`src/rtl/fruit_scheduler.sv`:
```
// fruit_scheduler: launch scheduler for the falling-fruit slot pool.
// Latency: final frame_tick at edge T -> PICK at T+1 -> launch pulse and fields after T+2.
// Backpressure: none; when every slot is busy the attempt is dropped and counted in drop_count.
//
// Ports:
//   Clk, Reset_n         clock, asynchronous active-low reset
//   frame_tick, game_en  one-cycle frame pulse, scheduling enable
//   slot_done            per-slot release pulse (sliced / off-screen)
//   launch               one-hot, one-cycle launch pulse
//   launch_x/vx/vy/type  launch fields, held until the next launch
//   slot_busy            slot occupancy
//   drop_count           saturating count of attempts that found no free slot
//   launch_bomb          (FRUIT_SCHED_BOMB_EN only) asserted with launch for a type-3 fruit
//
// Optional feature macro: FRUIT_SCHED_BOMB_EN (bomb type with at most one bomb in flight).

module fruit_scheduler #(
  parameter int unsigned NUM_SLOTS        = 4,
  parameter int unsigned SPAWN_MIN        = 30,
  parameter int unsigned SPAWN_RANGE_LOG2 = 5,
  parameter logic [15:0] LFSR_SEED        = 16'hACE1
) (
  input  logic                 Clk,
  input  logic                 Reset_n,
  input  logic                 frame_tick,
  input  logic                 game_en,
  input  logic [NUM_SLOTS-1:0] slot_done,
  output logic [NUM_SLOTS-1:0] launch,
  output logic [9:0]           launch_x,
  output logic [9:0]           launch_vx,
  output logic [9:0]           launch_vy,
  output logic [1:0]           launch_type,
`ifdef FRUIT_SCHED_BOMB_EN
  output logic                 launch_bomb,
`endif
  output logic [NUM_SLOTS-1:0] slot_busy,
  output logic [7:0]           drop_count
);

  localparam int unsigned IDX_W = (NUM_SLOTS > 1) ? $clog2(NUM_SLOTS) : 1;
  // Mask selecting the low SPAWN_RANGE_LOG2 LFSR bits; zero when the interval is fixed.
  localparam logic [8:0] RANGE_MASK = 9'((1 << SPAWN_RANGE_LOG2) - 1);

  typedef enum logic [1:0] {
    S_IDLE,
    S_WAIT,
    S_PICK,
    S_LAUNCH
  } state_t;

  state_t             state;
  logic [15:0]        lfsr;
  logic [8:0]         timer;
  logic [IDX_W-1:0]   pick_idx;

  logic [15:0]        lfsr_next;
  logic               free_found;
  logic [IDX_W-1:0]   free_idx;
  logic [8:0]         reload;
  logic               launch_fire;
  logic [NUM_SLOTS-1:0] launch_set;
  logic [9:0]         next_x;
  logic [9:0]         next_vx;
  logic [9:0]         next_vy;
  logic [1:0]         next_type;

  // Galois form of x^16+x^14+x^13+x^11+1, shifting right.
  assign lfsr_next = lfsr[0] ? ({1'b0, lfsr[15:1]} ^ 16'hB400) : {1'b0, lfsr[15:1]};

  assign reload = 9'(SPAWN_MIN) + ({1'b0, lfsr[7:0]} & RANGE_MASK);

  // Lowest-index free slot; scanning downward lets the last hit win.
  always_comb begin
    free_found = 1'b0;
    free_idx   = '0;
    for (int i = NUM_SLOTS - 1; i >= 0; i--) begin
      if (!slot_busy[i]) begin
        free_found = 1'b1;
        free_idx   = IDX_W'(i);
      end
    end
  end

  // A launch only happens if the game is still enabled in the LAUNCH cycle.
  assign launch_fire = (state == S_LAUNCH) && game_en;
  assign launch_set  = launch_fire ? (NUM_SLOTS'(1) << pick_idx) : '0;

  assign next_x  = 10'd64 + {1'b0, lfsr[8:0]};
  assign next_vy = 10'd0 - (10'd8 + {8'd0, lfsr[12:11]});

  always_comb begin
    next_vx = 10'd0;
    case (lfsr[10:9])
      2'b00:   next_vx = 10'h3FE;
      2'b01:   next_vx = 10'h3FF;
      2'b10:   next_vx = 10'd1;
      default: next_vx = 10'd2;
    endcase
  end

`ifdef FRUIT_SCHED_BOMB_EN
  logic                 bomb_flight;
  logic [NUM_SLOTS-1:0] bomb_slot;

  // A second bomb is demoted to an ordinary type-0 fruit.
  assign next_type = ((lfsr[14:13] == 2'd3) && bomb_flight) ? 2'd0 : lfsr[14:13];

  always_ff @(posedge Clk or negedge Reset_n) begin
    if (!Reset_n) begin
      bomb_flight <= 1'b0;
      bomb_slot   <= '0;
      launch_bomb <= 1'b0;
    end else begin
      launch_bomb <= 1'b0;
      if (bomb_flight && ((slot_done & bomb_slot) != '0)) begin
        bomb_flight <= 1'b0;
      end
      if (launch_fire && (next_type == 2'd3)) begin
        bomb_flight <= 1'b1;
        bomb_slot   <= launch_set;
        launch_bomb <= 1'b1;
      end
    end
  end
`else
  assign next_type = lfsr[14:13];
`endif

  always_ff @(posedge Clk or negedge Reset_n) begin
    if (!Reset_n) begin
      state       <= S_IDLE;
      lfsr        <= LFSR_SEED;
      timer       <= 9'd0;
      pick_idx    <= '0;
      launch      <= '0;
      launch_x    <= 10'd0;
      launch_vx   <= 10'd0;
      launch_vy   <= 10'd0;
      launch_type <= 2'd0;
      slot_busy   <= '0;
      drop_count  <= 8'd0;
    end else begin
      launch <= '0;
      if (game_en) begin
        lfsr <= lfsr_next;
      end

      // Releases and a launch to a different slot merge in one update.
      slot_busy <= (slot_busy & ~slot_done) | launch_set;

      if (!game_en) begin
        state <= S_IDLE;
      end else begin
        case (state)
          S_IDLE: begin
            timer <= 9'(SPAWN_MIN);
            state <= S_WAIT;
          end
          S_WAIT: begin
            if (frame_tick) begin
              timer <= (timer == 9'd0) ? 9'd0 : timer - 9'd1;
              if (timer <= 9'd1) begin
                state <= S_PICK;
              end
            end
          end
          S_PICK: begin
            if (free_found) begin
              pick_idx <= free_idx;
              state    <= S_LAUNCH;
            end else begin
              if (drop_count != 8'hFF) begin
                drop_count <= drop_count + 8'd1;
              end
              timer <= reload;
              state <= S_WAIT;
            end
          end
          default: begin
            launch      <= launch_set;
            launch_x    <= next_x;
            launch_vx   <= next_vx;
            launch_vy   <= next_vy;
            launch_type <= next_type;
            timer       <= reload;
            state       <= S_WAIT;
          end
        endcase
      end
    end
  end

endmodule

```
`config.mk`:
```
export PLATFORM = sky130hd
export DESIGN_NAME = fruit_scheduler
export DESIGN_NICKNAME = d
export VERILOG_FILES = /design/src/rtl/fruit_scheduler.sv
export SDC_FILE = /design/constraint.sdc
export NUM_CORES = 1
export LEC_CHECK = 0
export CORE_ASPECT_RATIO = 1.5
export CORE_MARGIN = 2
export CORE_UTILIZATION = 52
export CTS_CLUSTER_SIZE = 30
export DETAILED_ROUTE_END_ITERATION = 8
export GPL_ROUTABILITY_DRIVEN = 1
export PLACE_DENSITY = 0.78
export SLEW_MARGIN = 10
export SYNTH_ARGS = -nofsm -noshare
export SYNTH_HDL_FRONTEND = slang
export SYNTH_SLANG_ARGS = --single-unit
```
`constraint.sdc`:
```
create_clock -name Clk -period 3.2 [get_ports Clk]
set_clock_uncertainty 0.2 [all_clocks]
set_input_delay 0.48 -clock Clk [delete_from_list [all_inputs] [get_ports Clk]]
set_output_delay 0.48 -clock Clk [all_outputs]
set_load 0.02 [all_outputs]
```
# == After elaboration in Yosys (flattened, before gate mapping) ==
# Cells that the tools add are included.
# word_totals
register_bits,77
inputBits,8
out_inout_bits,48
elab_cells,67
# classes
n_addsub,6
order_cmp,1
n_eq_ne,10
shifts,1
n_mux,22
n_bitwise,6
n_reduce_logical,10
# ops
cell,count
$pmux 10 s3,1
$mux 9,3
$pmux 9 s3,1
$mux 16,1
$mux 2,8
$mux 4,3
$add 7x9->10 const A,1
$le 9x1->1 const B,1
$logic_not 9->1,1
$sub 9x1->9 const B,1
$add 8x1->8 const B,1
$ne 8x8->1 const B,1
$add 5x5->6 const A,1
$eq 2x2->1 const B,3
$ne 3x3->1 const B,2
$reduce_and 3->1,2
$sub 1x5->6 const A,1
$add 4x2->5 const A,1
$and 4x4->4,1
$eq 2x1->1 const B,2
$logic_not 2->1,2
$mux 1,4
$ne 2x2->1 const B,2
$not 3->4,1
9 further kinds,11

# == Longest topological paths before layout ==
# logic_depth
depth_word,7
depth_mapped,7
depth_no_buf,6

# == Least setup slack after synthesis ==
# Ideal clock, no wire load.
# synth_timing
kind,reg-to-reg
startpoint,register timer[0]
endpoint,register timer[1]
setup_ns,0.125
arrival_time_ns,1.923
t_required_ns,2.875
setup_slack_ns,0.952
stages_incl_launch_ff,8
n_path_buf,1
period_less_slack_ns,2.248
cell_sequence,dfrtp_1 inv_1 ha_1 or3b_2 clkbuf_1 o31ai_4 o221ai_2 mux2_2
# synth_between
elab_chain_len,4
word_cells_on_any_way,5
cone_classes,1 x add/sub; 3 x mux; 1 x reduce/logical
# synth_lines
element,line_no,text
start: declaration,53,logic [8:0] timer;
start signal: assignment,156,timer <= 9'(SPAWN_MIN);
start signal: assignment,161,timer <= (timer == 9'd0) ? 9'd0 : timer - 9'd1;
start signal: assignment,175,timer <= reload;
$sub 9x1->9 or $logic_not 9->1 (tied branches),161,
$mux 9 *,161,
$mux 9 *,160,if (frame_tick) begin
$pmux 9 s3 *,154,case (state)
# Mark *: on every way between the ends. The rest lies on a longest branch, timed or not. The select of a mux whose other input is x is not followed.
# A chain may end at the register's enable or synchronous reset.

# == Worst setup path in the final report ==
# Same ends and word-level chain as after synthesis.

==> results by group <==
Setup path
  • CP Launch Type: flop
  • Critical path endpoint category: flop
  • CP peak stage delay: 540 ps
  • Crit Path Max Fanout: 9
  • Worst Setup Path Type: reg -> reg
  • Slowest cell on the critical path: or3b_2
  • Worst Path Buf+Inv: 1
  • Data required time of the critical path: 3220 ps
  • Largest delay share family, worst path: compound AO/OA/AOI/OAI gates
  • Worst path cell trace: inv_1 -> ha_1 -> or3b_2 -> o31ai_4 -> o221ai_2 -> mux2_2
  • Data arrival, critical path: 2430 ps

Yosys
  • Synth Area in Compound Gates: 0.1318
  • Post-synth EDFFs: 0
  • Mapped Area: 3095 sq um
  • Largest family of logic cells by synthesized area: compound AO/OA/AOI/OAI gates
  • Post-synthesis simple-gate area fraction: 0.1047
  • Area share of fa/ha/maj cells after synthesis: 0.05659
  • Mapped Cells: 279
  • Top FF cell, synth: dfrtp_1
  • Sequential cell area fraction in the yosys report: 0.5287
  • Syn_nets: 301
  • Post-synthesis mux area share: 0.07639
  • Yosys reg bits: 65
  • Syn Area/Cell: 11.09 sq um
  • Synthesis Warnings: 0
  • Post-synth top area share: 0.4608
  • Asr flop ratio synth: 1.000
  • Top post-synthesis cells by area: dfrtp_1 (46%), mux2_2 (7.6%), dfstp_2 (6.8%)
  • Unique masters post-synth: 47
  • Xor and xnor area share after synthesis: 0.03395
  • Yosys top cell by area: dfrtp_1

Placement
  • Post-placement cell count: 388
  • Final RePlAce weighted congestion: 0.8042
  • Post-Place Worst Slack: 739.1 ps
  • HPWL after DPL: 4.334 mm
  • PortBufs: 55

Clock tree
  • TritonCTS clock tree: yes
  • Root Buffer: clkbuf_8
  • Num CTS Buffers: 9
  • CTS clk-pin slew, worst paths: 70 ps
  • # clock sinks: 65
  • Htree depth: 3
  • Clk_lat worst skew: 340 ps
  • Post-CTS Resized: 0
  • CTS max path bufs: 2
  • Post-CTS setup buffer count: 0

Detailed routing
  • WL/cell: 15.25 microns
  • DRC Markers: 0
  • DR vias/cell: 5.528
  • Vias: 2239
  • Overall routed net length: 6.176 mm
  • DRT Pass-1 Iters: 4
  • Initial DRC count: 131
  • Post-route ant nets: 0

Layout
  • Most common cell after layout, fill and taps aside: dfrtp_1
  • Fill count: 477
  • Layout cell share with drive strength beyond 1: 0.1652
  • Area Overhead vs Synth: 24.49%
  • FF+latch area: 1637 sq um
  • Post-route insts no fill: 405
  • ANT cells: 0
  • Fin util: 0.6661
  • Commonest non-fill, non-tap cells in the layout: dfrtp_1 (57), clkdlybuf4s50_1 (54), nand2_1 (24)
  • Net count, final: 350
  • Multi-input gate area: 1249 sq um

STA
  • Finish-stage setup viols: 0
  • Post-layout min period: 2406 ps
  • Max Freq: 415.7 MHz
  • Final WS setup: 794.2 ps
  • Slew Viols, Final: 0
  • Final Cycle Share: 0.7518
  • TNS Setup: 0 ps
  • Hold Vio Cnt, Final: 0
  • Slew HR: 0.5872
  • RSZ-0062 raised after global routing: no
  • Least-Margin Pin Slew: 619.1 ps

Floorplanning
  • Floorplan Core Area: 5786 sq um
  • DIE AREA: 6599 sq um
  • Ports: 56
  • Die width: 67.00 microns
  • Row Count: 34
  • Starting Density: 0.5350
  • DIE HEIGHT: 98.50 microns

Job
  • MaxCap Viol Count: 0

Min path
  • Worst Hold Class: reg -> reg

Global routing
  • Number of global-route vias before repair: 2201
  • Tot GR Track Use: 0.2117
  • Remaining Overflow, GRT: 0
  • Largest net degree at the start of global routing: 29
  • Initial antenna violation count: 0
  • Global-route wire length before repair: 10.41 mm

Power and ir drop
  • LEAKAGE: 1.768 nW
  • Pwr per Cell Area: 584.2 nW/um^2
  • Peak VDD IR: 0.3676 mV
  • Power, Total: 0.002251 W

Status
  • Outcome: finished clean
==> per-layer routing <==
| metal | GRT usage | vias up | wire [microns] |
|---|---|---|---|
| met3 | 0.05365 | 13 | 271 |
| met5 | 0 | - | 0 |
| li1 | - | 1053 | - |
| met4 | 0.1020 | 0 | 149 |
| met1 | 0.2519 | 1101 | 2553 |
| met2 | 0.3515 | 72 | 3201 |
==> sequential cells by signal (all words and copies together), names as in the netlist, 3 cells and up <==
name,count
timer,9
launch_vx,3
launch_vy,5
drop_count,8
launch,4
slot_busy,4
lfsr,16
launch_x,10
==> layout make-up <==
class / count / share of cell area
clock inverters: 3 / 0.01688
repair buffers: 61 / 0.1539
inverters: 19 / 0.01851
multi-input cells: 172 / 0.3240
flip-flops and latches: 65 / 0.4247
well taps: 72 / 0.02338
clock buffers: 13 / 0.03864
==> power breakdown <==
part           internal [W]  leakage, nW  switching, W
sequential         0.000966        0.848      0.000141
clock              0.000460        0.108      0.000291
combinational      0.000200        0.812      0.000194
total               0.00163         1.77      0.000626
==> worst reg2reg max path, cell delays in order, from the launching register on <==
cell and delay (ps):
dfrtp_1 450, inv_1 90, ha_1 170, or3b_2 540, o31ai_4 430, o221ai_2 140
mux2_2 270
==> stage by stage <==
step                      area, sq um  hold slack [ps]
after floorplan                  3095           -15.59
after global placement           3630            263.4
after detailed placement         3630            277.7
after CTS                        3854            293.4
after global routing             3854            321.4
final                            3854            283.0
==> cell usage after synthesis (3+ instances only) <==
| cell type | count |
|---|---|
| a21o_1 | 3 |
| a21oi_1 | 11 |
| a22o_1 | 3 |
| and3_1 | 4 |
| buf_4 | 12 |
| clkbuf_1 | 9 |
| dfrtp_1 | 57 |
| dfstp_2 | 8 |
| ha_1 | 14 |
| inv_1 | 19 |
| mux2_2 | 21 |
| nand2_1 | 24 |
| nand2b_1 | 3 |
| nand3_1 | 3 |
| nand4_1 | 4 |
| nor2_1 | 14 |
| nor3_1 | 4 |
| o21ai_0 | 22 |
| xnor2_1 | 9 |
| xor2_1 | 3 |
==> what timing repair did <==
action / 4_1_cts / 5_1_grt
hold buffers: 1 / 0
endpoints found under the hold margin: 25 / 0
endpoints found under the setup margin: 0 / 0
==> final timing paths <==
| check | start | endpoint | slack (ps) | depth (start not counted) |
|---|---|---|---|---|
| setup reg to reg | timer[0]$_DFFE_PN0P_ | timer[1]$_DFFE_PN0P_ | 790 | 6 |
| setup / recovery | timer[0]$_DFFE_PN0P_ | timer[1]$_DFFE_PN0P_ | 790 | 6 |
| max in group asynchronous | Reset_n | lfsr[7]$_DFFE_PN1P_ | 1560 | 3 |
| min in group asynchronous | Reset_n | launch_type[1]$_DFFE_PN0P_ | 480 | 2 |
| hold reg to reg | launch_vy[0]$_DFFE_PN0P_ | launch_vy[0]$_DFFE_PN0P_ | 280 | 2 |
| hold / removal | launch_vy[0]$_DFFE_PN0P_ | launch_vy[0]$_DFFE_PN0P_ | 280 | 2 |
==> cells by family after synthesis <==
kind of cell / count (synthesis)
DFF: 65
xor gates and xnor gates: 12
and+or+nand+nor: 66
AOI/OAI and AO/OA: 59
muxes: 21
adders and majority gates: 14
buffers and inverters: 42
No activity file was read; power rests on OpenSTA's default activity.
